[src/rtl/minilab_pkg.sv]
// minilab_pkg: shared data width and counter sizing for the vector-reduce datapath
package minilab_pkg;
  localparam int MINILAB_DW = 8;
  function automatic int cnt_w(int depth);
    return $clog2(depth) + 1;
  endfunction
endpackage

[src/rtl/a_fifo_mem.sv]
// a_fifo_mem: DEPTH x DATA_WIDTH storage, sync write port, registered read port with clear
module a_fifo_mem
  import minilab_pkg::*;
#(
  parameter int DATA_WIDTH = MINILAB_DW,
  parameter int DEPTH = 8,
  localparam int AW = $clog2(DEPTH)
) (
  input  logic                  clk,
  input  logic                  rst_n,
  input  logic                  clr,
  input  logic                  we,
  input  logic [AW-1:0]         waddr,
  input  logic [DATA_WIDTH-1:0] wdata,
  input  logic                  re,
  input  logic [AW-1:0]         raddr,
  output logic [DATA_WIDTH-1:0] rdata
);
  logic [DATA_WIDTH-1:0] mem [DEPTH];
  always_ff @(posedge clk)
    if (we) mem[waddr] <= wdata;
  always_ff @(posedge clk or negedge rst_n)
    if (!rst_n) rdata <= '0;
    else if (clr) rdata <= '0;
    else if (re) rdata <= mem[raddr];
endmodule

[src/rtl/a_fifo.sv]
// a_fifo: per-row A-operand FIFO with 1-cycle read latency; A_FIFO_ERR_EN adds sticky ovf/udf flags
module a_fifo
  import minilab_pkg::*;
#(
  parameter int DATA_WIDTH = MINILAB_DW,
  parameter int DEPTH = 8,
  localparam int CNT_W = cnt_w(DEPTH),
  localparam int AW = $clog2(DEPTH)
) (
  input  logic                  i_clk,
  input  logic                  i_rst_n,
  input  logic                  i_clr,
  input  logic                  i_wren,
  input  logic [DATA_WIDTH-1:0] i_wdata,
  output logic                  o_full,
  input  logic                  i_rden,
  output logic [DATA_WIDTH-1:0] o_rdata,
  output logic                  o_empty,
  output logic [CNT_W-1:0]      o_count,
  output logic                  o_ovf,
  output logic                  o_udf
);
  logic [AW-1:0] wr_ptr, rd_ptr;
  logic [CNT_W-1:0] count;
  logic wr_acc, rd_acc;
  assign o_full  = count == CNT_W'(DEPTH);
  assign o_empty = count == '0;
  assign o_count = count;
  // clear suppresses both sides so stale requests cannot touch storage
  assign wr_acc = i_wren && !o_full && !i_clr;
  assign rd_acc = i_rden && !o_empty && !i_clr;
  always_ff @(posedge i_clk or negedge i_rst_n)
    if (!i_rst_n) begin
      wr_ptr <= '0;
      rd_ptr <= '0;
      count  <= '0;
    end else if (i_clr) begin
      wr_ptr <= '0;
      rd_ptr <= '0;
      count  <= '0;
    end else begin
      if (wr_acc) wr_ptr <= wr_ptr + AW'(1);
      if (rd_acc) rd_ptr <= rd_ptr + AW'(1);
      count <= count + CNT_W'(wr_acc) - CNT_W'(rd_acc);
    end
  a_fifo_mem #(.DATA_WIDTH(DATA_WIDTH), .DEPTH(DEPTH)) u_mem (
    .clk(i_clk),
    .rst_n(i_rst_n),
    .clr(i_clr),
    .we(wr_acc),
    .waddr(wr_ptr),
    .wdata(i_wdata),
    .re(rd_acc),
    .raddr(rd_ptr),
    .rdata(o_rdata)
  );
`ifdef A_FIFO_ERR_EN
  logic ovf, udf;
  always_ff @(posedge i_clk or negedge i_rst_n)
    if (!i_rst_n) begin
      ovf <= 1'b0;
      udf <= 1'b0;
    end else if (i_clr) begin
      ovf <= 1'b0;
      udf <= 1'b0;
    end else begin
      if (i_wren && o_full) ovf <= 1'b1;
      if (i_rden && o_empty) udf <= 1'b1;
    end
  assign o_ovf = ovf;
  assign o_udf = udf;
`else
  assign o_ovf = 1'b0;
  assign o_udf = 1'b0;
`endif
endmodule
[config.mk]
export PLATFORM = sky130hd
export DESIGN_NAME = a_fifo
export DESIGN_NICKNAME = d
export VERILOG_FILES = /design/src/rtl/minilab_pkg.sv /design/src/rtl/a_fifo_mem.sv /design/src/rtl/a_fifo.sv
export SDC_FILE = /design/constraint.sdc
export NUM_CORES = 1
export LEC_CHECK = 0
export CELL_PAD_IN_SITES_DETAIL_PLACEMENT = 0
export CELL_PAD_IN_SITES_GLOBAL_PLACEMENT = 1
export CORE_MARGIN = 2
export CORE_UTILIZATION = 47
export DETAILED_ROUTE_END_ITERATION = 6
export MAX_ROUTING_LAYER = met4
export PLACE_DENSITY_LB_ADDON = 0.1
export SYNTH_ARGS = -nofsm -noshare
export SYNTH_HDL_FRONTEND = slang
export SYNTH_SLANG_ARGS = --single-unit
[constraint.sdc]
create_clock -name i_clk -period 2.7 [get_ports i_clk]
set_input_delay 0.81 -clock i_clk [delete_from_list [all_inputs] [get_ports i_clk]]
set_output_delay 0.81 -clock i_clk [all_outputs]
set_load 0.02 [all_outputs]
# Word level (Yosys, flattened, before mapping)
# Memory sizes are Yosys's and may differ from the RTL's.
# Index checks and enable logic that the tools add are counted.
[op_classes]
eq_ne = 1
mux = 9
n_reduce_logical = 10
add_sub_neg = 4
[ops]
columns = ["operator", "count"]
rows = [
  ["$mux W8", 2],
  ["$mux W3", 4],
  ["$add A3 B1 Y3 const B", 2],
  ["$add A4 B1 Y4", 1],
  ["$eq A4 B4 Y1 const B", 1],
  ["$logic_and A1 B1 Y1", 4],
  ["$logic_not A4 Y1", 1],
  ["$mux W4", 1],
  ["$reduce_bool A2 Y1", 2],
  ["$sub A4 B1 Y4", 1],
  ["$logic_not A1 Y1", 3],
  ["$mux W1", 2],
]
[totals]
ramBits = 64
out_inout_bits = 16
register_bits = 18
memories = 1
[memory_table]
columns = ["name", "depth", "width", "rd", "rd_ports_with_merged_regs", "wr", "line_no", "rtl"]
rows = [
  ["u_mem.mem", 8, 8, 1, 0, 1, "a_fifo_mem.sv:19", "logic [DATA_WIDTH-1:0] mem [DEPTH];"],
]

# Logic depth before layout (Yosys ltp)
# Gate-level depths: netlist of the first run.
[depth]
depth_word = 7
depth_mapped = 12
ltp_nobuf = 12

# Modules after synthesis
# Synthesis of the first run repeated with hierarchy kept, for this count alone.
[unflattened]
hier_cells = 217
area_unflattened_um2 = 3499.6
[modules_own_cells]
columns = ["mod", "instances", "cells_per_inst", "seq_area_each_um2", "area_per_inst_um2"]
rows = [
  ["a_fifo_mem", 1, 152, 2122.0, 2819.0],
  ["a_fifo", 1, 65, 250.2, 680.7],
]

# Worst setup path before layout of the first run
# No wires, ideal clock.
[synth_timing]
path_kind = "reg2reg"
from = "register count[2] (netlist: o_count[2])"
to = "register count[2] (netlist: o_count[2])"
path_slack_ns = 0.096
stages_incl_launch_ff = 12
arrival_ns = 2.473
setup_time_ns = 0.131
required_time_ns = 2.569
path_cell_list = "dfrtp_1 inv_1 ha_1 or3b_2 nand2_1 nor2_1 ha_1 inv_1 ha_1 fa_1 xnor2_1 nor2_1"
[synth_via]
elab_chain_len = 7
[synth_rtl]
columns = ["item", "line_no", "rtl"]
rows = [
  ["from (decl)", "a_fifo.sv:24", "logic [CNT_W-1:0] count;"],
  ["from (signal assigned)", "a_fifo.sv:44", "count <= count + CNT_W'(wr_acc) - CNT_W'(rd_acc);"],
  ["$eq A4 B4 Y1", "a_fifo.sv:26", "assign o_full = count == CNT_W'(DEPTH);"],
  ["$logic_not A1 Y1", "a_fifo.sv:30", "assign wr_acc = i_wren && !o_full && !i_clr;"],
  ["$logic_and A1 B1 Y1 (2 in series)", "a_fifo.sv:30", ""],
  ["$add A4 B1 Y4", "a_fifo.sv:44", ""],
  ["$sub A4 B1 Y4 (*)", "a_fifo.sv:44", ""],
  ["$mux W4 (*)", "a_fifo.sv:37", "end else if (i_clr) begin"],
]
# Mark *: on every way between the ends. The rest lies on a longest branch, timed or not.
# A chain may end at the register's enable or synchronous reset.

# Worst setup path after layout of the first run
[layout_timing]
from = "register count[2] (netlist: o_count[2])"
to = "output port o_full"
[layout_via]
elab_chain_len = 1
[layout_rtl]
columns = ["item", "line_no", "rtl"]
rows = [
  ["$eq A4 B4 Y1", "a_fifo.sv:26", ""],
  ["to (decl)", "a_fifo.sv:15", "output logic o_full,"],
]
# No other way between the ends.

==> results of run 1 <==
-- timing repair --
| item | in CTS | in global routing |
|---|---|---|
| hold endpoints to repair | 0 | 0 |
| buffers inserted | 0 | 0 |
| setup endpoints to repair | 2 | 3 |
| resized for setup | 4 | 2 |
-- path summary, 6_finish.rpt --
kind | end | slack [ns] | depth (start not counted) | from
setup / recovery | o_full | 0.10 | 5 | o_count[2]
hold / removal | u_mem.rdata[5] | 0.50 | 1 | u_mem.rdata[5]
setup reg to reg | o_count[1] | 0.13 | 11 | o_count[2]
hold reg to reg | u_mem.rdata[5] | 0.50 | 1 | u_mem.rdata[5]
max in group asynchronous | o_count[3] | 1.67 | 2 | i_rst_n
min in group asynchronous | u_mem.rdata[4] | 0.80 | 2 | i_rst_n
-- critical path, stage by stage (launching register included) --
cell             delay [ns]
dfrtp_1                0.38
inv_1                  0.11
ha_1                   0.15
or3b_2                 0.45
inv_1                  0.07
clkdlybuf4s15_1        0.29
-- cell families (layout without fill, tap and decap cells) --
kind of cell    Yosys count  count (layout)
other cells               1               2
buf+inv                  18              71
fa+ha+maj                 9               9
flops                    82              82
compound gates           29              29
xor+xnor                  6               6
simple gates             50              50
mux                      16              16
-- per-layer routing --
metal  GRT usage [%]  vias up
li1                -      908
met1           22.38      968
met2           32.79       31
met3           3.601        8
met4           7.056        0
met5               -        -
-- power by group --
part | switching [mW] | internal (mW) | total (mW)
Clock | 0.431 | 0.525 | 0.956
Combinational | 0.492 | 0.508 | 1.00
Sequential | 0.0921 | 1.47 | 1.56
-- cell usage after synthesis --
library cell / count
or3b_2: 2
a31oi_1: 8
a211oi_1: 8
nor2_1: 13
dfrtp_1: 18
or3_1: 1
buf_2: 3
nor2b_1: 10
xor2_1: 4
nand2b_1: 3
or2_0: 5
nand3_1: 4
buf_8: 1
ha_1: 8
edfxtp_1: 64
inv_1: 7
conb_1: 1
a21o_1: 1
a21oi_1: 4
buf_4: 2
mux4_2: 3
clkbuf_1: 4
nor3_1: 2
nand2_1: 5
a32o_1: 8
xnor2_1: 2
fa_1: 1
buf_6: 1
nand4b_1: 1
mux2i_1: 8
or2_2: 4
mux4_1: 5
-- state kept, by name, indices dropped and copies added, names as in the netlist --
name         flops
u_mem.rdata      8
o_count          4
wr_ptr           3
rd_ptr           3
u_mem.mem       64
-- stage by stage --
stage / power [mW] / TNS (ns) / instances / worst slack [ns]
after floorplan: 2.228 / 0 / 212 / 0.09566
after CTS: 3.542 / 0 / 364 / 0.01239
after global routing: 3.706 / 0 / 364 / 0.01591
after detailed placement: 2.599 / -0.4359 / 348 / -0.1667
final: 3.517 / 0 / 364 / 0.1020
after global placement: 2.555 / -0.2538 / 348 / -0.1031
-- cell type report --
type                            instances  area, µm²
Clock buffer                           10      127.6
Clock inverter                          6      87.58
Fill cell                             592       3013
Inverter                                7      26.28
Multi-Input combinational cell        112      947.2
Sequential cell                        82       2372
Tap cell                               99      123.9
Timing Repair Buffer                   48      439.2
==> flow_summary.json, run 1 <==
{
  "core_um2": 7137,
  "mostFrequentLayoutCell": "edfxtp_1",
  "cellPowerDensity_nw_per_um2": 852.7,
  "clk_pin_slew_ns": 0.08,
  "synth_compound_area_share_pct": 6.383,
  "drv_cap": 0,
  "clkLatencyLatePin_ns": 0.34,
  "irDropWorstVdd_uv": 378.9,
  "root_buffer": "clkbuf_8",
  "leakage_nw": 1.486,
  "synthMuxAreaShare_pct": 8.180,
  "final_hold_viol_count": 0,
  "grt_max_degree": 35,
  "synth_top_family_by_area": "multiplexers",
  "netlist_area_um2": 3411,
  "grt_pass1_vias": 1972,
  "globalRouteOverflowTotal": 0,
  "synthDistinctLibCells": 32,
  "synth-seq-cells": 82,
  "gp_congestion": 0.7641,
  "dp_hpwl_mm": 4.263,
  "first_pass_iters": 4,
  "rsz0062_at_grt": "no",
  "fin_crit_sh_pct": 96.22,
  "cts_tree": "built",
  "hold_slack_ns": 0.4958,
  "cts.path.max_buffers": 2,
  "synthSimpleGateAreaFrac_pct": 7.850,
  "vias": 1915,
  "syn2layout_area_growth_pct": 20.91,
  "fin_util_pct": 57.78,
  "first_iter_violations": 93,
  "wl_mm": 6.706,
  "fmax_ghz": 0.3849,
  "worst_ep_arrival_time_ns": 1.79,
  "diodes": 0,
  "grt.total_usage_pct": 19.09,
  "synth_top_cell_area_share_pct": 56.35,
  "fin_crit_ns": 2.598,
  "report.final.setup_viol": 0,
  "slew_headroom_pct": 33.35,
  "placed_area_um2": 3905,
  "dr_wl_met3_um": 208,
  "tightest_slew_ns": 0.9998,
  "yosysTopAreaCell": "edfxtp_1",
  "grt_pass1_wl_mm": 10.34,
  "final_cell_area_um2": 4124,
  "ys_seq_area_share_pct": 69.55,
  "maxSlewViolCount": 0,
  "wl_met1_mm": 2.792,
  "skew_ns": 0.01571,
  "viasPerCell": 5.261,
  "final_cell_mix": "edfxtp_1, clkdlybuf4s50_1, buf_4",
  "fin_nets": 282,
  "yosysWarnings": 0,
  "worstHoldPathType": "flip-flop to flip-flop",
  "die_width_um": 89.19,
  "io_pins": 29,
  "synth-xor-area-share_pct": 1.541,
  "rows": 31,
  "startpoint_type": "flip-flop",
  "avgSynthCellArea_um2": 16.16,
  "cts_sinks": 82,
  "cts_buffers": 9,
  "crit_required_ns": 1.89,
  "synth_cells": 211,
  "crit_type": "flip-flop to output port",
  "antenna_found_initial": 0,
  "final_layout_size_suffix_gt1_share_pct": 17.74,
  "routed-wl-met2_mm": 3.620,
  "top_layer_used": "met4",
  "dieArea_um2": 7954,
  "synth_fa_ha_area_share_pct": 3.522,
  "wl_per_cell_um": 18.42,
  "critPathMaxFanout": 3,
  "port_buffers": 26,
  "worst_setup_path_end_kind": "output port",
  "final_antenna_net_count": 0,
  "die_y_um": 89.19,
  "drcViolationCount": 0,
  "status": "complete, no violations",
  "start_util_pct": 47.79,
  "synth_area_leaders": "edfxtp_1, dfrtp_1, mux4_1, ha_1, a32o_1",
  "cts.htree.levels": 3,
  "holdBufCountCts": 0
}
No activity file was read; power rests on OpenSTA's default activity.
==> run 2: changes to the inputs <==
==> constraint.sdc (replaced) <==
create_clock -name i_clk -period 2.7 [get_ports i_clk]
set_input_delay 0.675 -clock i_clk [delete_from_list [all_inputs] [get_ports i_clk]]
set_output_delay 0.675 -clock i_clk [all_outputs]
set_load 0.02 [all_outputs]
==> run 2 against run 1 <==
Against the previous run: setup slack better by 0.036 ns; maximum frequency is 1.4% higher; via count down 1.3%; worst hold slack better by 0.0076 ns; count of clock-buffer cells in the layout stayed put; clock skew down 0.0054 ns; final cell count decreased by 1.6%; combinational power hardly changed; non-clock buffer count down 6; largest cell class unchanged; sequential power about the same; clock power up 0.5%.
==> flow_summary.json, run 2 (synthesized netlist as in run 1, its figures left out) <==
{
  "fin_nets": 276,
  "worst_ep_arrival_time_ns": 1.89,
  "place_inst": 342,
  "leakage_nw": 1.462,
  "worst_slack_ns": 0.1384,
  "grt_max_degree": 35,
  "rows": 31,
  "cts_resized": 2,
  "die_width_um": 89.19,
  "cts_tree": "built",
  "cts.path.max_buffers": 2,
  "placed_area_um2": 3860,
  "hp-start": "u_mem.rdata[5]",
  "io_pins": 29,
  "final_antenna_net_count": 0,
  "gp_congestion": 0.7567,
  "cp_slowest_cell": "or3b_2",
  "skew_ns": 0.01035,
  "slew_headroom_pct": 41.59,
  "final_cell_mix": "edfxtp_1, clkdlybuf4s50_1, dfrtp_1",
  "rsz0062_at_grt": "no",
  "fin_crit_ns": 2.562,
  "critPathMaxFanout": 5,
  "r2r_cells": 10,
  "final_hold_viol_count": 0,
  "regMostFlops": "u_mem.mem",
  "post-place-ws_ns": -0.01338,
  "start_util_pct": 47.79,
  "drv_cap": 0,
  "crit_required_ns": 2.03,
  "grt_pass1_wl_mm": 10.22,
  "antenna_found_initial": 0,
  "tightest_slew_ns": 0.8761,
  "critPathMaxStageDelay_ns": 0.51,
  "crit_family": "simple AND/OR/NAND/NOR gates",
  "vias": 1890,
  "r2r_setup_slack_ns": 0.21,
  "diodes": 0,
  "path_cells": "inv_1 -> ha_1 -> or3b_2 -> inv_1 -> dlygate4sd2_1",
  "final_cells": 358,
  "multi_input_area_um2": 949.7,
  "cts_sinks": 82,
  "cts_setup_buffers": 0,
  "status": "complete, no violations",
  "min_path_cells": 1,
  "hold_slack_ns": 0.5034,
  "core_um2": 7137,
  "clk_pin_slew_ns": 0.09,
  "cellPowerDensity_nw_per_um2": 854.5,
  "report.final.setup_viol": 0,
  "syn2layout_area_growth_pct": 19.66,
  "wl_mm": 6.561,
  "final_cell_area_um2": 4081,
  "worst_setup_path_end_kind": "output port",
  "crit_start": "o_count[2]",
  "crit_type": "flip-flop to output port",
  "holdBufCountCts": 0,
  "dp_hpwl_mm": 4.167,
  "grt_pass1_vias": 2017,
  "fin_crit_sh_pct": 94.88,
  "die_y_um": 89.19,
  "regArea_um2": 2372,
  "maxSlewViolCount": 0,
  "fmax_ghz": 0.3904,
  "globalRouteOverflowTotal": 0,
  "port_buffers": 26,
  "worstHoldPathType": "flip-flop to flip-flop",
  "largest_reg_flops": 64,
  "cts.htree.levels": 3,
  "fillers": 598,
  "whs_endpoint": "u_mem.rdata[5]",
  "worstReg2RegEnd": "o_count[1]",
  "first_iter_violations": 134,
  "grt.total_usage_pct": 19.10,
  "timing.rr.start": "o_count[2]",
  "cts_buffers": 9,
  "viasPerCell": 5.279,
  "crit_buf_inv": 3,
  "mostFrequentLayoutCell": "edfxtp_1",
  "first_pass_iters": 4,
  "crit_top_cell": "inv_1",
  "wl_per_cell_um": 18.33,
  "startpoint_type": "flip-flop",
  "total_power_mw": 3.488,
  "irDropWorstVdd_uv": 543.9,
  "final_layout_size_suffix_gt1_share_pct": 15.83,
  "clkLatencyLatePin_ns": 0.35,
  "dieArea_um2": 7954,
  "root_buffer": "clkbuf_8",
  "drcViolationCount": 0
}
==> run 2: cell types whose count changed in the layout (fill, tap and decap cells not counted), sizes merged <==
cell and change:
dlygate4sd2 +2, inv -2, clkinv +2, buf -6, clkdlybuf4s15 -2
==> run 2: power by group <==
part / switching [mW] / internal [mW]
clock network: 0.436 / 0.524
registers: 0.0894 / 1.47
logic: 0.486 / 0.483
total: 1.01 / 2.48
==> run 2: how the worst max path moves through the flow <==
| stage | endpoint | slack, ns | cells past startpoint |
|---|---|---|---|
| after CTS | o_empty | 0.1 | 5 |
| after detailed placement | o_count[2] | -0.01 | 9 |
| after floorplan | o_count[2] | 0.1 | 11 |
| final | o_full | 0.14 | 5 |
| after global routing | o_full | 0.008 | 5 |
| after global placement | o_count[2] | 0.03 | 9 |
==> run 2: area by class of cell <==
cell class | instances | share of cell area, %
Clock buffer | 10 | 3.127
Clock inverter | 6 | 2.238
Multi-Input combinational cell | 112 | 23.27
Sequential cell | 82 | 58.12
Tap cell | 99 | 3.035
Timing Repair Buffer | 42 | 9.565
Inverter | 7 | 0.6438
==> run 2: stage by stage <==
step	utilization, %	TNS, ns
after detailed placement	54.08	-0.01500
after global placement	54.08	0
after CTS	57.12	0
after floorplan	-	0
after global routing	57.19	0
final	57.19	0
==> run 2: per-layer routing <==
layer	up-vias	share of wire, %	global-route usage [%]
met3	9	3.6	3.324
met1	951	42	21.99
li1	894	-	-
met2	36	53	32.59
met4	0	1.5	8.820
met5	-	0	-
